==> src/rtl/alu_ctrl_pkg.sv <==
// rtl/alu_ctrl_pkg.sv - ALU operation codes shared with the ALU control decoder
package alu_ctrl_pkg;

  localparam logic [3:0] ALU_AND = 4'b0000;
  localparam logic [3:0] ALU_OR  = 4'b0001;
  localparam logic [3:0] ALU_ADD = 4'b0010;
  localparam logic [3:0] ALU_MUL = 4'b0100;
  localparam logic [3:0] ALU_DIV = 4'b0101;
  localparam logic [3:0] ALU_SUB = 4'b0110;
  localparam logic [3:0] ALU_SLT = 4'b0111;
  localparam logic [3:0] ALU_NOR = 4'b1100;

  // Which iterative operation the multi-cycle core is running
  typedef enum logic {
    MD_MUL = 1'b0,
    MD_DIV = 1'b1
  } md_mode_e;

endpackage

==> src/rtl/seq_muldiv_core.sv <==
// rtl/seq_muldiv_core.sv - iterative shift-add multiplier / restoring signed divider
module seq_muldiv_core
  import alu_ctrl_pkg::*;
#(
  parameter int WIDTH = 32
) (
  input  logic             clk,
  input  logic             rst_n,
  input  logic             go,
  input  md_mode_e         mode,
  input  logic [WIDTH-1:0] a,
  input  logic [WIDTH-1:0] b,
  output logic             fin,
  output logic [WIDTH-1:0] res
);

  localparam int CW = $clog2(WIDTH + 1);
  localparam logic [CW-1:0] LAST = CW'(WIDTH - 1);

  // acc: product (MUL) or partial remainder (DIV, one guard bit)
  // sh : shifted multiplicand (MUL) or dividend/quotient shift register (DIV)
  // opd: multiplier consumed LSB-first (MUL) or divisor magnitude (DIV)
  logic             active;
  md_mode_e         mode_q;
  logic             neg_q;
  logic [WIDTH:0]   acc, acc_n;
  logic [WIDTH-1:0] sh, sh_n;
  logic [WIDTH-1:0] opd, opd_n;
  logic [CW-1:0]    count;
  logic [WIDTH:0]   shifted, diff;
  logic [WIDTH-1:0] a_mag, b_mag;

  assign a_mag = a[WIDTH-1] ? -a : a;
  assign b_mag = b[WIDTH-1] ? -b : b;

  // One iteration step of whichever operation is in flight
  always_comb begin
    acc_n   = acc;
    sh_n    = sh;
    opd_n   = opd;
    shifted = '0;
    diff    = '0;
    if (mode_q == MD_MUL) begin
      if (opd[0]) acc_n = {1'b0, acc[WIDTH-1:0] + sh};
      sh_n  = sh << 1;
      opd_n = opd >> 1;
    end else begin
      shifted = {acc[WIDTH-1:0], sh[WIDTH-1]};
      diff    = shifted - {1'b0, opd};
      if (!diff[WIDTH]) begin
        acc_n = diff;
        sh_n  = {sh[WIDTH-2:0], 1'b1};
      end else begin
        acc_n = shifted;
        sh_n  = {sh[WIDTH-2:0], 1'b0};
      end
    end
  end

  // fin/res describe the step being taken this cycle, so the FSM can latch on the last one
  assign fin = active && (count == LAST);
  assign res = (mode_q == MD_MUL) ? acc_n[WIDTH-1:0] : (neg_q ? -sh_n : sh_n);

  // Operand load on go, then one bit per cycle until the last step
  always_ff @(posedge clk) begin
    if (!rst_n) begin
      active <= 1'b0;
      mode_q <= MD_MUL;
      neg_q  <= 1'b0;
      acc    <= '0;
      sh     <= '0;
      opd    <= '0;
      count  <= '0;
    end else if (go) begin
      active <= 1'b1;
      mode_q <= mode;
      count  <= '0;
      acc    <= '0;
      if (mode == MD_MUL) begin
        sh    <= a;
        opd   <= b;
        neg_q <= 1'b0;
      end else begin
        sh    <= a_mag;
        opd   <= b_mag;
        neg_q <= a[WIDTH-1] ^ b[WIDTH-1];
      end
    end else if (active) begin
      acc   <= acc_n;
      sh    <= sh_n;
      opd   <= opd_n;
      count <= count + 1'b1;
      if (fin) active <= 1'b0;
    end
  end

endmodule

==> src/rtl/alu_exec_unit.sv <==
// rtl/alu_exec_unit.sv - execute-stage ALU with start/busy/done handshake
module alu_exec_unit
  import alu_ctrl_pkg::*;
#(
  parameter int WIDTH = 32
) (
  input  logic             clk,
  input  logic             rst_n,
  input  logic             start,
  input  logic [3:0]       ALU_control,
  input  logic [WIDTH-1:0] a,
  input  logic [WIDTH-1:0] b,
  output logic [WIDTH-1:0] result,
  output logic             zero,
  output logic             busy,
  output logic             done,
  output logic             div_by_zero
);

  localparam logic [1:0] ST_IDLE = 2'd0;
  localparam logic [1:0] ST_MUL  = 2'd1;
  localparam logic [1:0] ST_DIV  = 2'd2;
  localparam logic [1:0] ST_DONE = 2'd3;

  logic [1:0]       state;
  logic [WIDTH-1:0] single;
  logic             is_mul, is_div, div0, go, core_fin;
  md_mode_e         core_mode;
  logic [WIDTH-1:0] core_res;

  assign is_mul    = (ALU_control == ALU_MUL);
  assign is_div    = (ALU_control == ALU_DIV);
  assign div0      = is_div && (b == '0);
  assign go        = (state == ST_IDLE) && start && (is_mul || (is_div && !div0));
  assign core_mode = is_div ? MD_DIV : MD_MUL;

  // Single-cycle results; DIV only reaches here when dividing by zero
  always_comb begin
    single = '0;
    case (ALU_control)
      ALU_AND: single = a & b;
      ALU_OR:  single = a | b;
      ALU_ADD: single = a + b;
      ALU_SUB: single = a - b;
      ALU_SLT: single = {{(WIDTH-1){1'b0}}, ($signed(a) < $signed(b))};
      ALU_NOR: single = ~(a | b);
      ALU_DIV: single = '1;
      default: single = '0;
    endcase
  end

  seq_muldiv_core #(.WIDTH(WIDTH)) u_core (
    .clk   (clk),
    .rst_n (rst_n),
    .go    (go),
    .mode  (core_mode),
    .a     (a),
    .b     (b),
    .fin   (core_fin),
    .res   (core_res)
  );

  // Control FSM: accept in IDLE, wait on the core for MUL/DIV, one DONE cycle
  always_ff @(posedge clk) begin
    if (!rst_n) begin
      state       <= ST_IDLE;
      result      <= '0;
      zero        <= 1'b1;
      busy        <= 1'b0;
      done        <= 1'b0;
      div_by_zero <= 1'b0;
    end else begin
      case (state)
        ST_IDLE: begin
          done <= 1'b0;
          busy <= 1'b0;
          if (start) begin
            busy        <= 1'b1;
            div_by_zero <= div0;
            if (go) begin
              state <= is_div ? ST_DIV : ST_MUL;
            end else begin
              result <= single;
              zero   <= (single == '0);
              done   <= 1'b1;
              state  <= ST_DONE;
            end
          end
        end
        ST_MUL, ST_DIV: begin
          if (core_fin) begin
            result <= core_res;
            zero   <= (core_res == '0);
            done   <= 1'b1;
            state  <= ST_DONE;
          end
        end
        default: begin
          done  <= 1'b0;
          busy  <= 1'b0;
          state <= ST_IDLE;
        end
      endcase
    end
  end

endmodule

==> config.mk <==
export PLATFORM = sky130hd
export DESIGN_NAME = alu_exec_unit
export DESIGN_NICKNAME = d
export VERILOG_FILES = /design/src/rtl/alu_ctrl_pkg.sv /design/src/rtl/seq_muldiv_core.sv /design/src/rtl/alu_exec_unit.sv
export SDC_FILE = /design/constraint.sdc
export NUM_CORES = 1
export LEC_CHECK = 0
export CORE_MARGIN = 4
export CORE_UTILIZATION = 50
export DETAILED_ROUTE_END_ITERATION = 10
export GPL_TIMING_DRIVEN = 0
export HOLD_SLACK_MARGIN = 0.1
export PLACE_DENSITY_LB_ADDON = 0.05
export SLEW_MARGIN = 20
export SYNTH_ARGS = -nofsm -noshare
export SYNTH_HDL_FRONTEND = slang
export SYNTH_SLANG_ARGS = --single-unit
==> constraint.sdc <==
create_clock -name clk -period 5.8 [get_ports clk]
set_clock_uncertainty 0.15 [all_clocks]
set_input_delay 1.16 -clock clk [delete_from_list [all_inputs] [get_ports clk]]
set_output_delay 1.16 -clock clk [all_outputs]
set_load 0.01 [all_outputs]
==> results.md <==
Setup path:
- Counting both buffers and inverters, the worst setup path holds a total of 3.
- The most numerous cell on the critical path is sky130_fd_sc_hd__inv_1.
- The peak per-stage delay on the critical path is 0.67 ns.
- The cell type of the slowest stage on the worst timing path is sky130_fd_sc_hd__clkdlybuf4s50_1.
- The type of the worst setup path is in2reg.
- The worst setup path is captured at a flop.
- At the worst endpoint, the required time is 6.04 ns.
- Data arrives at the worst endpoint at 6.03 ns.
- Traced cell by cell, the critical path runs through clkdlybuf4s50_1 -> inv_1 -> ha_1 -> inv_1 -> a2111oi_0 -> and4b_1 -> or4b_1 -> a31oi_2 -> o2111ai_1 -> a221oi_1 -> nand4_1 -> nor4_1 -> nand4b_1 -> nor4_2 -> a2111o_1.
- The category of cells accounting for the largest share of critical-path delay is simple AND/OR/NAND/NOR gates.
- In this run the worst path has a maximum fanout of 9.
- The nature of the critical path startpoint is a primary input.

STA:
- On the final layout, the worst hold slack is 0.302 ns.
- The headroom to the max-slew limit is 0.170.
- The slew at the pin with the worst max-slew slack is 1.23 ns.
- Derived from the worst setup path, the maximum achievable clock frequency is 173 MHz.
- The hold violation total from the final report is 0.
- The number of slew-limit violations in the final report was 0.
- Of the available clock period, the critical path in the final layout requires 0.997.
- The shortest clock period the worst path allows after layout is 5.78 ns.
- Setup repair after global routing could not meet its margin everywhere.
- The total of endpoints with negative setup slack in the final report is 0.

GRT:
- The residual overflow from global routing is 0.
- The first global-routing pass estimated 134 mm of wire.
- Entering global routing, the biggest net connects 17 pins.
- The initial antenna violation count is 0.
- The via count of the first global-routing pass was 21,700.
- In the global route stage, overall resource usage came out at 0.425.

Floorplan:
- The number of I/O pins is 107.
- The y dimension of the die is 201 um.
- The row count is 70.
- In this run the standard cell core region covers 36,700 um^2.
- The total die area is 40,400 um^2.
- In this run the horizontal extent of the chip is 201 um.
- The initial utilization of the core area, before any placement, comes to 0.507.

Synthesis:
- In the synthesized netlist the dominant register cell turns out to be sky130_fd_sc_hd__dfxtp_1.
- The area fraction of the dominant cell type after synthesis is 0.154.
- The number of warnings issued by yosys is 0.
- The proportion of synthesized flip-flops having asynchronous set or reset is 0.
- Synthesis produced a netlist with a net count of 2,921.
- The number of distinct library cells after synthesis is 81.
- By area the synthesized netlist is led by sky130_fd_sc_hd__dfxtp_1 (15%), sky130_fd_sc_hd__ha_1 (11%), sky130_fd_sc_hd__a21oi_1 (7.3%).
- The synthesized area per cell is 6.94 um^2.
- In this run the cell area of the synthesized design comes to 18,600 um^2.
- For this run, the register share of the synthesized area comes to 0.154.
- In this run, synthesis inferred 0 flip-flops with an integrated enable.
- The flop and latch count out of synthesis is 143.
- The gate count after technology mapping is 2,681.
- Summed over all instances, the cell type with the most area after synthesis is sky130_fd_sc_hd__dfxtp_1.

Pwr:
- The switching power is 2.66 mW.
- The clock group share of total power is 0.225.
- The net switching fraction of the power is 0.473.
- The power per cell area is 263 nW/um^2.
- The sequential power share is 0.221.
- IR analysis of the VDD net gives a maximum drop of 0.000186 V.
- The internal portion of the total power is 2.96 mW.
- The logic gate share of total power is 0.554.
- In this run the static leakage power is 8.26 nW.

Route:
- The total iterations of the first detailed-routing run is 6.
- After detailed routing, the average wire length per cell comes to 27.6 um.
- The count of unresolved DRC violations after routing is 0.
- The detail route stage leaves a number of antenna-violating nets equal to 0.
- After detailed routing, the number of vias per cell comes to 6.94.
- The final routed wirelength across all metal layers is 90.7 mm.
- The final route contains 22,900 vias.
- The detailed router finished its first iteration with 2,828 violations.

Place:
- Buffers placed on the I/O ports in this run total 105.
- The congestion estimate from routability-driven global placement came to 1.09.
- The post-placement cell area is 20,300 um^2.
- The HPWL after detailed placement is 73.6 mm.

Flow run:
- Max-cap violations in this run came to 0.

Layout:
- The layout cell share with drive strength beyond 1 is 0.0520.
- The number of inserted diodes is 0.
- After the last flow step, the layout net total stands at 3,052.
- The final standard cell area without fillers is 21,400 um^2.
- The area growth from synthesis to layout is 15.0%.

CTS:
- The tree is rooted in a sky130_fd_sc_hd__clkbuf_16.
- The latest clock arrival within the worst-skew pair is 0.45 ns.
- The clock transition time at the flip-flop clock pins of the worst setup and hold paths is 0.07 ns.
- The number of clock buffers added by TritonCTS is 17.
- The longest clock path from root to sink contains 2 buffers.
- TritonCTS built the clock tree.
- The number of hold buffers added after cts is 0.
- The maximum level of the CTS H-tree is 4.
- The TritonCTS sink count is 143.

Status:
- The flow ran to the end, and the final reports show no timing, DRC or antenna violations.

Hold path:
- The path class of the lowest-slack min-delay path is reg2reg.
## synthesized netlist by cell type (9+ instances only)
master,count
sky130_fd_sc_hd__a2111oi_0,12
sky130_fd_sc_hd__nand3_1,69
sky130_fd_sc_hd__o21bai_1,14
sky130_fd_sc_hd__nand2b_1,43
sky130_fd_sc_hd__o21ai_0,173
sky130_fd_sc_hd__o21a_1,25
sky130_fd_sc_hd__a211oi_1,131
sky130_fd_sc_hd__a21oi_1,273
sky130_fd_sc_hd__a211o_1,19
sky130_fd_sc_hd__or3_1,32
sky130_fd_sc_hd__nand2_1,223
sky130_fd_sc_hd__dfxtp_1,143
sky130_fd_sc_hd__o22ai_1,18
sky130_fd_sc_hd__a221oi_1,13
sky130_fd_sc_hd__and3_1,18
sky130_fd_sc_hd__xnor2_1,103
sky130_fd_sc_hd__or4_1,11
sky130_fd_sc_hd__mux2i_1,60
sky130_fd_sc_hd__buf_1,22
sky130_fd_sc_hd__inv_1,161
sky130_fd_sc_hd__ha_1,165
sky130_fd_sc_hd__o211ai_1,49
sky130_fd_sc_hd__clkbuf_1,143
sky130_fd_sc_hd__nor4_1,28
sky130_fd_sc_hd__nor2_1,272
sky130_fd_sc_hd__a311oi_1,23
sky130_fd_sc_hd__o31ai_1,19
sky130_fd_sc_hd__o41ai_1,10
sky130_fd_sc_hd__a21o_1,50
sky130_fd_sc_hd__or2_2,12
sky130_fd_sc_hd__a31o_2,9
sky130_fd_sc_hd__xor2_1,28
sky130_fd_sc_hd__nor2b_1,29
sky130_fd_sc_hd__nand4_1,28
sky130_fd_sc_hd__nor3_1,58
sky130_fd_sc_hd__and2_1,14
sky130_fd_sc_hd__a31oi_1,34
## layer usage
layer / GRT usage / wire length [um] / vias to the layer above
li1: - / - / 10100
met1: 0.498 / 32900 / 10700
met2: 0.687 / 39800 / 1572
met3: 0.0924 / 9420 / 438
met4: 0.309 / 8630 / 0
met5: 0 / 0 / -
## sequential cells by signal, indices dropped and copies added, names as in the netlist
signal,cells
result,32
u_core.acc,32
u_core.opd,32
u_core.sh,32
u_core.count,6
state,2
busy,1
div_by_zero,1
done,1
u_core.active,1
u_core.mode_q,1
u_core.neg_q,1
zero,1
## worst reg2reg max path: stages, from the launching register on
cell                         delay [ns]
sky130_fd_sc_hd__dfxtp_4           0.39
sky130_fd_sc_hd__inv_1             0.10
sky130_fd_sc_hd__ha_2              0.21
sky130_fd_sc_hd__fa_1              0.44
sky130_fd_sc_hd__nand2b_4          0.18
sky130_fd_sc_hd__a21oi_4           0.20
sky130_fd_sc_hd__o21ai_4           0.13
sky130_fd_sc_hd__a211oi_4          0.27
sky130_fd_sc_hd__buf_12            0.16
sky130_fd_sc_hd__o21ai_0           0.07
sky130_fd_sc_hd__nor3b_2           0.18
sky130_fd_sc_hd__buf_6             0.16
sky130_fd_sc_hd__clkinvlp_4        0.11
sky130_fd_sc_hd__ha_4              0.16
sky130_fd_sc_hd__nand2b_4          0.06
sky130_fd_sc_hd__or3_4             0.42
sky130_fd_sc_hd__o31ai_4           0.24
sky130_fd_sc_hd__xor2_1            0.20
sky130_fd_sc_hd__a32oi_2           0.14
sky130_fd_sc_hd__nor4b_2           0.35
sky130_fd_sc_hd__o2111ai_1         0.19
sky130_fd_sc_hd__nor4_1            0.29
sky130_fd_sc_hd__and4b_1           0.23
sky130_fd_sc_hd__nand4b_1          0.14
sky130_fd_sc_hd__nor4_2            0.24
sky130_fd_sc_hd__a2111o_1          0.13
## placed cells by master, fill, tap and decap left out, types with 19 or more instances in the layout
cell,instances
sky130_fd_sc_hd__nand2b_1,41
sky130_fd_sc_hd__o21ai_0,168
sky130_fd_sc_hd__a31oi_1,33
sky130_fd_sc_hd__nor4_1,24
sky130_fd_sc_hd__buf_1,21
sky130_fd_sc_hd__a311oi_1,22
sky130_fd_sc_hd__a211oi_1,126
sky130_fd_sc_hd__nor3_1,56
sky130_fd_sc_hd__nand4_1,28
sky130_fd_sc_hd__o211ai_1,49
sky130_fd_sc_hd__mux2i_1,60
sky130_fd_sc_hd__a211o_1,19
sky130_fd_sc_hd__o21a_1,25
sky130_fd_sc_hd__inv_1,158
sky130_fd_sc_hd__dfxtp_1,138
sky130_fd_sc_hd__ha_1,160
sky130_fd_sc_hd__clkbuf_1,132
sky130_fd_sc_hd__nand2_1,223
sky130_fd_sc_hd__xnor2_1,102
sky130_fd_sc_hd__nand3_1,69
sky130_fd_sc_hd__nor2_1,270
sky130_fd_sc_hd__xor2_1,28
sky130_fd_sc_hd__nor2b_1,28
sky130_fd_sc_hd__or3_1,31
sky130_fd_sc_hd__a21oi_1,269
sky130_fd_sc_hd__clkdlybuf4s50_1,98
sky130_fd_sc_hd__a21o_1,50
## worst paths after layout
| path | startpoint | to | slack (ns) | cells after the start |
|---|---|---|---|---|
| max | b[7] | zero | 0.02 | 15 |
| min reg2reg | result[24] | result[24] | 0.30 | 2 |
| min | result[24] | result[24] | 0.30 | 2 |
| max reg2reg | u_core.sh[31] | zero | 0.20 | 25 |
## logic make-up after synthesis
family	Yosys count	synth area share
AOI/OAI and AO/OA	963	0.341
adders and majority gates	169	0.115
and+or+nand+nor	882	0.228
DFF	143	0.154
buffers and inverters	331	0.0669
xor gates and xnor gates	131	0.0617
muxes	62	0.0335
## what timing repair did
action | in CTS | in global routing
endpoints found under the setup margin | 74 | 41
gates resized for setup | 29 | 57
pin swaps | 2 | 15
buffers inserted | 2 | 7
## power groups by stage
stage / Sequential, mW / Combinational (mW) / Clock, mW
floorplan: 1.24 / 1.79 / 0
global placement: 1.25 / 2.84 / 0
detailed placement: 1.25 / 2.89 / 0
CTS: 1.23 / 2.96 / 1.25
global route: 1.25 / 3.29 / 1.29
finish: 1.24 / 3.11 / 1.27
## stage by stage
| stage | util | std cells | setup slack (ns) | power, mW | TNS [ns] |
|---|---|---|---|---|---|
| after floorplan | - | 2681 | 0.922 | 3.03 | 0 |
| after global placement | 0.551 | 3254 | -1.96 | 4.09 | -62.91 |
| final | 0.583 | 3293 | 0.0187 | 5.62 | 0 |
| after global routing | 0.583 | 3293 | -0.0973 | 5.83 | -0.0973 |
| after CTS | 0.576 | 3291 | -0.0577 | 5.44 | -0.0577 |
| after detailed placement | 0.553 | 3257 | -1.22 | 4.14 | -53.31 |
## layout make-up
class,instances,area (um^2)
clock buffer,17,425
clock inverter,15,233
sequential,143,2870
tap,468,586
buffer,161,619
multi-input combinational,2207,14800
fill,3529,15300
timing repair buffer,117,1180
inverter,165,626
No activity file was read; power rests on OpenSTA's default activity.
